## src/rtl/matrix_feeder.sv

```systemverilog
// matrix_feeder: run-time loadable ARRAY_W x ARRAY_L operand buffer that
// streams one column per cycle into the row inputs of a systolic array.
// Each lane carries a valid flag. A start/busy/done handshake frames a stream.
// Optional feature macro: FEEDER_SKEW_EN. When it is defined, lane i is
// delayed by i cycles (diagonal skew) and the stream is ARRAY_L+ARRAY_W-1
// steps long. When it is not defined, all lanes are valid on every step and
// the stream is ARRAY_L steps long.
module matrix_feeder #(
  parameter int DATA_WIDTH = 8,
  parameter int ARRAY_W    = 5,
  parameter int ARRAY_L    = 2
) (
  input  logic                                              clk,
  input  logic                                              reset_n,
  input  logic                                              wr_en,
  input  logic [((ARRAY_W > 1) ? $clog2(ARRAY_W) : 1)-1:0]  wr_row,
  input  logic [((ARRAY_L > 1) ? $clog2(ARRAY_L) : 1)-1:0]  wr_col,
  input  logic [DATA_WIDTH-1:0]                             wr_data,
  input  logic                                              start,
  output logic                                              busy,
  output logic                                              done,
  output logic [0:ARRAY_W-1][DATA_WIDTH-1:0]                out_data,
  output logic [0:ARRAY_W-1]                                out_valid
);

`ifdef FEEDER_SKEW_EN
  localparam int STEPS = ARRAY_L + ARRAY_W - 1;
`else
  localparam int STEPS = ARRAY_L;
`endif
  localparam int STEP_W = $clog2(STEPS + 1);
  localparam logic [STEP_W-1:0] LAST_STEP = STEP_W'(STEPS - 1);

  typedef enum logic {IDLE, STREAM} state_t;

  state_t                              r_state;
  logic [STEP_W-1:0]                   r_step;
  logic                                r_busy;
  logic                                r_done;
  logic [0:ARRAY_W-1][DATA_WIDTH-1:0]  r_outData;
  logic [0:ARRAY_W-1]                  r_outValid;
  logic [DATA_WIDTH-1:0]               r_mem [ARRAY_W][ARRAY_L];

  logic                                w_writeOk;
  logic [STEP_W-1:0]                   w_nextStep;
  logic [0:ARRAY_W-1][DATA_WIDTH-1:0]  w_beatData;
  logic [0:ARRAY_W-1]                  w_beatValid;

  // Writes are only honoured while idle and with both indices inside the matrix
  assign w_writeOk = wr_en && (r_state == IDLE) &&
                     (int'(wr_row) < ARRAY_W) && (int'(wr_col) < ARRAY_L);

  // Step that the next registered beat will show: 0 on stream entry, else current+1
  assign w_nextStep = (r_state == IDLE) ? '0 : (r_step + STEP_W'(1));

  // Operand storage, cleared by reset and written only through the idle write port
  always_ff @(posedge clk or negedge reset_n) begin
    if (!reset_n) begin
      for (int i = 0; i < ARRAY_W; i++) begin
        for (int k = 0; k < ARRAY_L; k++) begin
          r_mem[i][k] <= '0;
        end
      end
    end else if (w_writeOk) begin
      r_mem[wr_row][wr_col] <= wr_data;
    end
  end

  // Build the beat for the next step; a write on the start edge is forwarded so step 0 sees it
  always_comb begin
    w_beatData  = '0;
    w_beatValid = '0;
    for (int i = 0; i < ARRAY_W; i++) begin
      for (int k = 0; k < ARRAY_L; k++) begin
`ifdef FEEDER_SKEW_EN
        if (int'(w_nextStep) == i + k) begin
`else
        if (int'(w_nextStep) == k) begin
`endif
          w_beatValid[i] = 1'b1;
          w_beatData[i]  = (w_writeOk && (int'(wr_row) == i) && (int'(wr_col) == k)) ?
                           wr_data : r_mem[i][k];
        end
      end
    end
  end

  // Stream sequencer with registered busy/done and lane outputs
  always_ff @(posedge clk or negedge reset_n) begin
    if (!reset_n) begin
      r_state    <= IDLE;
      r_step     <= '0;
      r_busy     <= 1'b0;
      r_done     <= 1'b0;
      r_outData  <= '0;
      r_outValid <= '0;
    end else begin
      case (r_state)
        IDLE: begin
          r_done <= 1'b0;
          if (start) begin
            r_state    <= STREAM;
            r_step     <= '0;
            r_busy     <= 1'b1;
            r_outData  <= w_beatData;
            r_outValid <= w_beatValid;
          end
        end
        STREAM: begin
          if (r_step == LAST_STEP) begin
            r_state    <= IDLE;
            r_step     <= '0;
            r_busy     <= 1'b0;
            r_done     <= 1'b1;
            r_outData  <= '0;
            r_outValid <= '0;
          end else begin
            r_step     <= w_nextStep;
            r_outData  <= w_beatData;
            r_outValid <= w_beatValid;
          end
        end
        default: begin
          r_state <= IDLE;
        end
      endcase
    end
  end

  assign busy      = r_busy;
  assign done      = r_done;
  assign out_data  = r_outData;
  assign out_valid = r_outValid;

endmodule

```

## config.mk

```make
export PLATFORM = sky130hd
export DESIGN_NAME = matrix_feeder
export DESIGN_NICKNAME = d
export VERILOG_FILES = /design/src/rtl/matrix_feeder.sv
export SDC_FILE = /design/constraint.sdc
export NUM_CORES = 1
export LEC_CHECK = 0
export ABC_AREA = 1
export CAP_MARGIN = 5
export CORE_ASPECT_RATIO = 0.8
export CORE_UTILIZATION = 57
export CTS_CLUSTER_DIAMETER = 200
export DETAILED_ROUTE_END_ITERATION = 7
export GPL_ROUTABILITY_DRIVEN = 0
export PLACE_DENSITY = 0.88
export RECOVER_POWER = 25
export SLEW_MARGIN = 0
export SYNTH_ARGS = -nofsm -noshare
export SYNTH_HDL_FRONTEND = slang
export SYNTH_SLANG_ARGS = --single-unit
export TNS_END_PERCENT = 50
```

## constraint.sdc

```tcl
create_clock -name clk -period 2 [get_ports clk]
set_clock_uncertainty 0.2 [all_clocks]
set_input_delay 0.4 -clock clk [delete_from_list [all_inputs] [get_ports clk]]
set_output_delay 0.4 -clock clk [all_outputs]
set_load 0.02 [all_outputs]
```

# == Yosys cells after proc, flatten, opt, wreduce, memory -nomap -nowiden ==
# Cells that the tools add are included.
# word_totals
regBits,130
in_bits,16
out_inout_bits,47
elab_cells,105
# classes
addsub,1
n_lt_le_gt_ge,5
n_eq_ne,8
muxes,45
n_bitwise,4
reduce_logical,22
# ops
op,count
8-bit two-way mux,21
80-bit bitwise mux,1
40-bit two-way mux,2
40-bit one-hot mux with 2 select lines,1
16-bit demux with 3-bit select,1
1-bit logical AND,19
16-bit two-way mux,1
5-bit two-way mux,2
5-bit one-hot mux with 2 select lines,1
"3-bit == test, second input constant",3
8-bit demux with 1-bit select,1
1-bit two-way mux,7
2-bit two-way mux,3
1-bit one-hot mux with 2 select lines,3
"4-bit >= comparator, second input constant",1
"4-bit by 1-bit < comparator with 1-bit output, second input constant",1
3-bit inverter with 4-bit output,1
2-bit one-hot mux with 2 select lines,1
"3-bit by 2-bit == test with 1-bit output, second input constant",1
3-bit zero test,1
"3-bit < comparator, second input constant",1
"2-bit by 1-bit adder with 2-bit output, second input constant",1
"2-bit by 1-bit == test with 1-bit output, second input constant",1
"2-bit == test, second input constant",1
other kinds (8),9

# == Longest topological paths before layout ==
# Gate-level depths: netlist (run 1).
# depth
depth_word,10
depth_mapped,11
ltp_nobuf,10

# == Worst setup path after synthesis (run 1) ==
# Ideal clock, no wire load.
# synth_path
kind,register -> register
startpoint,register r_step[0]
endpoint,"register r_outData, in the netlist out_data[10]"
setup_ps,66
t_arrival_ps,1424
required_time_ps,1734
path_slack_ps,311
stages_incl_launch_ff,9
n_path_buf,1
synth_period_minus_slack_ps,1689
path_cell_list,dfrtp_1 > ha_1 > inv_1 > o21ai_1 > clkbuf_1 > nand3_1 > nand2_1 > nand2_1 > nand2_1
# synth_via
elab_chain_len,7
elab_cells_between_ends,10
classes_between,add/sub: 1; eq/ne: 2; mux: 6; reduce/logical: 1
# synth_lines
element,line,rtl
from (decl),37,logic [STEP_W-1:0] r_step;
from (signal assigned),118,r_step <= w_nextStep;
2-bit by 1-bit adder with 2-bit output,54,assign w_nextStep = (r_state == IDLE) ? '0 : (r_step + STEP_W'(1));
2-bit two-way mux,54,
2-bit zero test,78,if (int'(w_nextStep) == k) begin
8-bit two-way mux (2 in a row),78,
"40-bit two-way mux, on equally long branches","110, 101",
40-bit one-hot mux with 2 select lines (*),98,case (r_state)
to (signal assigned),105,r_outData <= w_beatData;
to (signal assigned),119,r_outData <= w_beatData;
to (decl),40,logic [0:ARRAY_W-1][DATA_WIDTH-1:0] r_outData;
# Every way passes the cells marked *; elsewhere a longest branch is shown, timed or not. The select of a mux whose other input is x is not followed.
# A chain may end at the register's enable or synchronous reset.

# == Worst setup path in the final report (run 1) ==
# layout_path
startpoint,"register r_outData, in the netlist out_data[39]"
endpoint,output port out_data[39] (netlist bit)
# layout_rtl
element,line,rtl
to (decl),22,"output logic [0:ARRAY_W-1][DATA_WIDTH-1:0] out_data,"
# No word-level cell between the ends.

==> results_dict.tcl, run 1 <==
set metrics [dict create \
    status "finished clean" \
    cp_max_fo 2 \
    leakagePower_nw 4.27 \
    grt_pass1_wl_microns 27200 \
    r2r_cells 9 \
    drive_gt1_share_pct 12.5 \
    routed_wl_microns 16700 \
    synthTopCellsByCount "265 x nand2_1, 147 x nand3_1, 126 x dfrtp_1" \
    coreArea_sq_mm 0.0104 \
    antenna_left 0 \
    synthSimpleGateAreaFrac_pct 37.5 \
    root_buffer "clkbuf_16" \
    tns_ns 0 \
    io_buffers 62 \
    row_count 33 \
    synthXorXnorAreaFrac_pct 0 \
    worstMarginPinSlew_ns 0.676 \
    synthMostInstantiatedCell "nand2_1" \
    wire_per_inst_microns 16.1 \
    rsz0062_at_grt "yes" \
    cp-start-kind "flip-flop" \
    gr-usage-met1_pct 37.7 \
    ys_ff_latch 126 \
    postSynthNetCount 798 \
    max-vdd-ir-drop_uv 870 \
    synth_top_family_by_area "simple AND/OR/NAND/NOR gates" \
    vias_per_cell 5.48 \
    grt_overflow 0 \
    grt.total_usage_pct 31.5 \
    die_area_sq_mm 0.0113 \
    synth_area_sq_mm 0.00620 \
    finalNetCount 903 \
    tritoncts "built" \
    clock-sinks 126 \
    yosysSeqAreaShare_pct 50.8 \
    placedCellCount 1004 \
    top_usage_layer "met2" \
    hold_slack_ns 0.270 \
    area_growth_pct 27.8 \
    antenna_cells 0 \
    total_power_mw 12.7 \
    timing.fmax_ghz 0.504 \
    synth-edff-count 0 \
    powerDensity_mw_per_mm2 1610 \
    synth.top_cell.area_share_pct 50.8 \
    cts.clk_slew.worst_paths_ns 0.06 \
    finalHoldViolCount 0 \
    synth_top_area_cell "dfrtp_1" \
    synthMuxAreaShare_pct 0 \
    critPathMaxStageDelay_ns 0.61 \
    grt_antenna_before_repair 0 \
    start_util_pct 59.6 \
    io_pins 63 \
    die_w_microns 119 \
    clock_latency_ns 0.42 \
    syn_inst 781 \
    rr_startpoint "r_state" \
    finalMaxSlewViolations 0 \
    synth_compound_area_share_pct 2.44 \
    htreeDepth 4 \
    final_core_utilization_pct 76.2 \
    synth_ff_type "dfrtp_1" \
    cp_slowest_cell "clkdlybuf4s50_1" \
    first_global_vias 5780 \
    avgSynthCellArea_sq_um 7.94 \
    end_kind "primary output" \
    drc 0 \
    required_ns 1.40 \
    path_class "flip-flop to primary output" \
    period_minus_slack_ns 1.99 \
    stdcell_count 1038 \
    setup_viol 0 \
    synthTopCellsByArea "dfrtp_1 51%, nand2_1 16%, nand3_1 12%, and2_1 6.5%, inv_1 5.5%" \
    drt_pass1_iterations 5 \
    hold_class "flip-flop to flip-flop" \
    cts_made_buffers 17 \
    crit_path_end "out_data[39]" \
    grt_max_degree 127 \
    cp_data_arrival_time_ns 1.39 \
    cpLargestDelayFamily "buffers and inverters" \
    cp_cell_sequence "clkdlybuf4s50_1" \
    cp.depth 1 \
    synth.distinct_cells 23 \
    r2r-end "out_data[22]" \
    grtUsageMet2_pct 54.6 \
    yosys.area_share.adder_pct 0.202 \
    num_vias 5693 \
    die_h_microns 95.3 \
    use_met3_pct 7.24 \
    clk_path_buf_depth 2 \
    reg2reg_slack_ns 0.07 \
    timing.critical_path.buf_inv 1 \
    relSlewSlack_pct 55.0 \
    yosys_warnings 0 \
    crit_start "out_data[39]" \
    drv_cap 0 \
    period_share_pct 99.3 \
    dp_hpwl_microns 9870 \
    detailedRoute.firstIterationViolations 596 \
    async_flop_share_pct 100 \
]
## placed cells by master (no fill, tap or decap)
cell / instances
clkbuf_8: 6
nor2_1: 4
clkbuf_1: 3
buf_12: 6
clkinv_1: 8
dfrtp_2: 1
dfrtp_1: 125
nor2_8: 1
clkinvlp_4: 1
dlygate4sd3_1: 1
nand2_4: 2
o21ai_2: 2
nand2_2: 5
nand2_1: 263
nand4_2: 2
inv_1: 90
inv_2: 4
dlymetal6s2s_1: 25
nand3_1: 147
clkbuf_16: 17
nor2_4: 6
clkinv_2: 5
o21a_1: 16
dlygate4sd2_1: 10
a22o_1: 1
buf_4: 48
and2_1: 64
ha_1: 1
o22ai_1: 2
clkdlybuf4s50_1: 26
nor2_2: 6
## report_power, final
group | leakage (nW) | total (mW) | internal [mW] | switching, mW
Sequential | 1.35 | 4.04 | 3.59 | 0.451
Clock | 0.275 | 2.86 | 1.76 | 1.10
Combinational | 2.65 | 5.84 | 2.41 | 3.43
Total | 4.27 | 12.7 | 7.76 | 4.99
## final cells by class
type / instances / area [sq um]
Sequential cell: 126 / 3150
Timing Repair Buffer: 117 / 1150
Tap cell: 140 / 175
Multi-Input combinational cell: 522 / 2510
Clock buffer: 25 / 515
Fill cell: 703 / 2480
Clock inverter: 6 / 32.5
Inverter: 102 / 383
## worst min path at each step
| stage | from | end | slack, ns | depth (start not counted) |
|---|---|---|---|---|
| finish | out_data[20] | out_data[20] | 0.27 | 2 |
| global route | out_data[20] | out_data[20] | 0.30 | 2 |
| CTS | out_data[18] | out_data[18] | 0.28 | 2 |
| detailed placement | busy | busy | 0.26 | 2 |
| global placement | out_data[4] | out_data[4] | 0.26 | 2 |
| floorplan | reset_n | busy | -0.1 | 0 |
## sequential cells by signal, summed over array words and instances, names as in the netlist
signal,cells
out_valid,1
busy,1
done,1
r_state,1
r_mem,80
out_data,40
r_step,2
## worst register-to-register path, delay by kind of cell, from the launching register on
kind                   cells  cell delay (ns)
AND/OR/NAND/NOR            7             0.85
buffers and inverters      2             0.29
flip-flops                 1             0.48
## what timing repair did
| action | CTS | global route |
|---|---|---|
| setup endpoints to repair | 10 | 37 |
| resized for setup | 10 | 30 |
| setup buffers | 0 | 2 |
| hold endpoints to repair | 126 | 0 |
| pin swaps | 0 | 2 |
| hold buffers | 1 | 0 |
## layer usage
layer | share of wire, % | routed length [microns] | vias up
met5 | 0 | 0 | -
li1 | - | - | 2635
met4 | 2.6 | 437 | 0
met2 | 50 | 8420 | 249
met3 | 7.2 | 1200 | 43
met1 | 40 | 6660 | 2766
## stage by stage
step | setup slack [ns] | instance area [sq um]
floorplan | 0.311 | 6200
global placement | -0.255 | 7300
detailed placement | -0.312 | 7300
CTS | 0.0121 | 7840
global route | -0.0132 | 7930
finish | 0.0147 | 7930
## cell families (layout without fill, tap and decap cells)
kind of cell,count (synthesis),after routing
simple gates,500,500
buf+inv,133,250
flops,126,126
compound gates,21,21
fa+ha+maj,1,1
No activity file was read; power rests on OpenSTA's default activity.
==> run 2: changes to the inputs <==
==> constraint.sdc (replaced) <==
create_clock -name clk -period 1.9 [get_ports clk]
set_clock_uncertainty 0.2 [all_clocks]
set_input_delay 0.38 -clock clk [delete_from_list [all_inputs] [get_ports clk]]
set_output_delay 0.38 -clock clk [all_outputs]
set_load 0.02 [all_outputs]
==> run 2 against run 1 <==
Effect of this change:
- clock-buffer cell count grew 2
- design area is essentially flat
- combinational power grew 2%
- power grew 1.9%
- global-route usage shrank 0.29 points
- critical path depth grew 10
- sequential cell count is the same
- non-clock buffer count grew 14
- clock power shrank 2%
- largest cell class unchanged
- largest power group unchanged
==> results_dict.tcl, run 2 (synthesis gave the netlist of run 1 again) <==
set metrics [dict create \
    area_growth_pct 27.9 \
    clk_path_buf_depth 2 \
    drive_gt1_share_pct 13.2 \
    end_kind "flip-flop" \
    timing.fmax_ghz 0.542 \
    die_h_microns 95.3 \
    route.met2.wl_microns 8550 \
    setup_viol 0 \
    required_ns 2.01 \
    grt_pass1_wl_microns 26900 \
    p_sw_mw 5.15 \
    cts.clk_slew.worst_paths_ns 0.05 \
    placedCellCount 1016 \
    path_class "input pin to flip-flop" \
    dr_wl_met3_microns 1170 \
    antenna_left 0 \
    finalMaxSlewViolations 0 \
    period_minus_slack_ns 1.84 \
    status "finished clean" \
    antenna_cells 0 \
    cp_max_fo 15 \
    final_common_cell "nand2_1" \
    top_register "r_mem" \
    num_vias 5776 \
    p_int_mw 7.83 \
    vias_per_cell 5.50 \
    coreArea_sq_mm 0.0104 \
    final_cell_mix "264 x nand2_1, 146 x nand3_1, 126 x dfrtp_1, 89 x inv_1, 64 x and2_1" \
    die_w_microns 119 \
    drv_cap 0 \
    cp-start-kind "input pin" \
    routed_wl_microns 17000 \
    hold_depth 2 \
    sequentialPowerShare_pct 32.5 \
    die_area_sq_mm 0.0113 \
    clock_latency_ns 0.42 \
    row_count 33 \
    grt_max_degree 41 \
    dp_hpwl_microns 10400 \
    grt_overflow 0 \
    hold_class "flip-flop to flip-flop" \
    wire_per_inst_microns 16.2 \
    largest_register_ffs 80 \
    drc 0 \
    leakagePower_nw 4.14 \
    max-vdd-ir-drop_uv 816 \
    first_global_vias 5672 \
    reg2reg_slack_ns 0.10 \
    io_pins 63 \
    wl_met1_microns 6780 \
    hold_slack_ns 0.270 \
    combPwrFrac_pct 46.0 \
    cts_made_buffers 17 \
    root_buffer "clkbuf_16" \
    worstMarginPinSlew_ns 0.745 \
    cp_data_arrival_time_ns 1.95 \
    finalNetCount 918 \
    p_sw_share_pct 39.7 \
    period_share_pct 97.0 \
    highest-signal-layer "met4" \
    relSlewSlack_pct 50.3 \
    clock-sinks 126 \
    powerDensity_mw_per_mm2 1640 \
    tritoncts "built" \
    drt_pass1_iterations 6 \
    htreeDepth 4 \
    finalHoldViolCount 0 \
    io_buffers 62 \
    grt.total_usage_pct 31.2 \
    r2r_cells 8 \
    detailedRoute.firstIterationViolations 601 \
    rsz0062_at_grt "yes" \
    start_util_pct 59.6 \
    clkPwrFrac_pct 21.5 \
    tns_ns 0 \
    grt_antenna_before_repair 0 \
    stdcell_count 1051 \
]
-- run 2: what timing repair did --
item,4_1_cts,5_1_grt
setup buffers,0,3
pin swaps,0,4
endpoints found under the hold margin,24,0
hold buffers,1,0
resized for setup,47,13
cloned,0,2
setup endpoints to repair,48,33
-- run 2: path summary, 6_finish.rpt --
kind | start | end
max in group asynchronous | reset_n | r_mem[65]
setup reg to reg | r_step[0] | out_data[8]
min in group asynchronous | reset_n | out_data[18]
hold reg to reg | out_data[5] | out_data[5]
setup / recovery | wr_en | out_data[12]
hold / removal | out_data[5] | out_data[5]
-- run 2: worst max-delay path: stages --
cell and delay, ns:
clkdlybuf4s50_1 0.51, inv_1 0.08, nor2_4 0.09, inv_2 0.08, nor2_8 0.16, buf_8 0.18
nand3_1 0.14, nand3_1 0.15, nand2_1 0.06, nand2_1 0.06, nand2_1 0.05
-- run 2: layer usage --
layer | global-route usage, % | vias up
li1 | - | 2666
met1 | 38.2 | 2782
met2 | 53.1 | 278
met3 | 6.22 | 50
met4 | 16.2 | 0
met5 | 0 | -
-- run 2: power by group through the flow --
| stage | Clock [mW] | Sequential (mW) | Combinational (mW) |
|---|---|---|---|
| after floorplan | 0 | 4.74 | 3.24 |
| after global placement | 0 | 4.21 | 5.90 |
| after detailed placement | 0 | 4.26 | 6.14 |
| after CTS | 2.81 | 4.22 | 5.88 |
| after global routing | 2.93 | 4.32 | 6.65 |
| final | 2.79 | 4.22 | 5.97 |
-- run 2: through the flow --
stage / instance area, sq um / utilization [%] / worst slack, ns / power [mW]
global placement: 7400 / 71.1 / -0.391 / 10.1
finish: 7930 / 76.2 / 0.0563 / 13.0
global route: 7930 / 76.2 / -0.0383 / 13.9
floorplan: 6200 / - / 0.211 / 7.98
detailed placement: 7400 / 71.1 / -0.402 / 10.4
CTS: 7850 / 75.4 / -0.0156 / 12.9
-- run 2: layout make-up --
type                            instances  area [sq um]
Multi-Input combinational cell        523          2530
Clock inverter                          2          10.0
Clock buffer                           27           483
Tap cell                              140           175
Sequential cell                       126          3150
Inverter                              102           387
Timing Repair Buffer                  131          1200
Fill cell                             731          2470
==> run 3: changes to the inputs <==
--- a/config.mk
+++ b/config.mk
@@ -8,6 +8,7 @@
 export ABC_AREA = 1
 export CAP_MARGIN = 5
 export CORE_ASPECT_RATIO = 0.8
+export CORE_MARGIN = 3
 export CORE_UTILIZATION = 57
 export CTS_CLUSTER_DIAMETER = 200
 export DETAILED_ROUTE_END_ITERATION = 7
==> run 3 against run 2 <==
Effect of this change:
- non-clock buffer count grew 12
- via count grew 0.38%
- cell count grew 1.4%
- die area grew 7.7%
- core utilization grew 2.3 points
- critical path depth shrank 3
- largest cell class unchanged
- routed wire length grew 0.82%
- sequential power is essentially flat
- clock-buffer cell count shrank 6
==> results_dict.tcl, run 3 (synthesis gave the netlist of run 1 again) <==
set metrics [dict create \
    htreeDepth 4 \
    reg2reg_slack_ns 0.06 \
    r2r_cells 8 \
    total_power_mw 13.8 \
    setup_viol 0 \
    top_register "r_mem" \
    drc 0 \
    drv_cap 0 \
    highest-signal-layer "met4" \
    tns_ns 0 \
    cp_slowest_cell "dfrtp_1" \
    finalHoldViolCount 0 \
    wl_met1_microns 7070 \
    final_core_utilization_pct 78.5 \
    die_area_sq_mm 0.0122 \
    tritoncts "built" \
    relSlewSlack_pct 46.2 \
    clock_latency_ns 0.43 \
    first_global_vias 5788 \
    antenna_left 0 \
    r2r-end "out_data[6]" \
    drive_gt1_share_pct 15.3 \
    period_minus_slack_ns 1.84 \
    timing.fmax_ghz 0.545 \
    cts_made_buffers 17 \
    clk_path_buf_depth 2 \
    finalNetCount 930 \
    dp_hpwl_microns 10200 \
    cp_data_arrival_time_ns 2.00 \
    grt_overflow 0 \
    cp_cell_sequence "ha_1 -> inv_1 -> nor2_2 -> buf_12 -> nand3_1 -> nand2_1 -> nand2_1 -> nand2_1" \
    max-vdd-ir-drop_uv 1100 \
    hold_slack_ns 0.272 \
    die_w_microns 123 \
    drt_pass1_iterations 5 \
    cp.depth 8 \
    io_buffers 62 \
    clkPwrFrac_pct 24.5 \
    antenna_cells 0 \
    routed_wl_microns 17100 \
    start_util_pct 59.4 \
    pre_cts_ws_ns -0.406 \
    route.met2.wl_microns 8080 \
    leakagePower_nw 4.32 \
    cp_max_fo 40 \
    grt.total_usage_pct 29.4 \
    timing.critical_path.buf_inv 2 \
    placedCellCount 1024 \
    path_class "flip-flop to flip-flop" \
    p_sw_mw 5.37 \
    p_int_mw 8.40 \
    dpl_cell_area_sq_mm 0.00750 \
    clock-sinks 126 \
    die_h_microns 99.3 \
    cts.clk_slew.worst_paths_ns 0.06 \
    grt_max_degree 41 \
    sequentialPowerShare_pct 30.7 \
    wire_per_inst_microns 16.1 \
    vias_per_cell 5.44 \
    detailedRoute.firstIterationViolations 627 \
    end_kind "flip-flop" \
    final_cell_mix "264 x nand2_1, 145 x nand3_1, 125 x dfrtp_1, 91 x inv_1, 66 x buf_4" \
    rr_startpoint "r_step[0]" \
    dr_wl_met3_microns 1420 \
    fin_area_sq_mm 0.00820 \
    grt_pass1_wl_microns 27900 \
    p_sw_share_pct 39.0 \
    area_growth_pct 32.3 \
    combPwrFrac_pct 44.8 \
    crit_path_end "out_data[6]" \
    finalMaxSlewViolations 0 \
    final_common_cell "nand2_1" \
    cpLargestDelayFamily "simple AND/OR/NAND/NOR gates" \
    required_ns 2.07 \
    root_buffer "clkbuf_16" \
    worstMarginPinSlew_ns 0.807 \
    status "finished clean" \
    period_share_pct 96.6 \
    grt_antenna_before_repair 0 \
    cp_common_cell "nand2_1" \
    largest_register_ffs 80 \
    row_count 33 \
    crit_start "r_step[0]" \
    num_vias 5798 \
    powerDensity_mw_per_mm2 1680 \
    hold_class "flip-flop to flip-flop" \
    stdcell_count 1066 \
    cp-start-kind "flip-flop" \
    io_pins 63 \
    critPathMaxStageDelay_ns 0.38 \
    coreArea_sq_mm 0.0104 \
    setup_slack_ns 0.0647 \
]
run 3: cell count changes in the layout (fill, tap and decap cells not counted), moves of 3 or more:
cell,before,now
buf_4,55,66
bufinv_16,0,3
clkbuf_1,8,1
clkinv_2,2,5
nand2_2,4,1
nand2_4,2,5
run 3: how the worst min path moves through the flow:
stage                  from            to  slack [ns]  cells past startpoint
5_1_grt        out_data[22]  out_data[22]        0.30                      2
3_3_place_gp        reset_n  out_data[20]        0.15                      1
2_1_floorplan       reset_n          busy       -0.12                      0
3_5_place_dp        reset_n     r_mem[37]        0.15                      1
4_1_cts             reset_n     r_mem[37]        0.26                      2
6_report       out_data[33]  out_data[33]        0.27                      2
run 3: cell type report:
class,count,area [sq um]
Sequential cell,126,3150
Multi-Input combinational cell,523,2560
Fill cell,680,2240
Timing Repair Buffer,143,1320
Clock buffer,21,470
Inverter,102,383
Tap cell,140,175
Clock inverter,11,139
run 3: worst reg2reg max path, delay by kind of cell (launching register included):
kind,cells,cell delay [ns]
AND/OR/NAND/NOR,5,0.56
flip-flops,1,0.38
adder cells (fa/ha/maj),1,0.30
buffers and inverters,2,0.33
run 3: power by group through the flow:
| stage | Combinational, mW | Clock [mW] | Sequential (mW) |
|---|---|---|---|
| finish | 6.16 | 3.38 | 4.23 |
| global route | 6.86 | 3.51 | 4.32 |
| CTS | 6.08 | 3.38 | 4.21 |
| detailed placement | 6.23 | 0 | 4.25 |
| global placement | 6.03 | 0 | 4.22 |
| floorplan | 3.24 | 0 | 4.74 |
run 3: what timing repair did:
action                     CTS  global route
buffers inserted             1             5
hold endpoints to repair    27             0
cloned                       1             2
setup endpoints to repair   55            38
hold buffers                 1             0
gates resized for setup     50            14
pin swaps                    2             5
run 3: metal layers:
layer / global-route usage [%] / vias to the layer above
met5: 0 / -
met2: 45.8 / 307
li1: - / 2691
met1: 39.6 / 2737
met4: 12.9 / 0
met3: 6.94 / 63
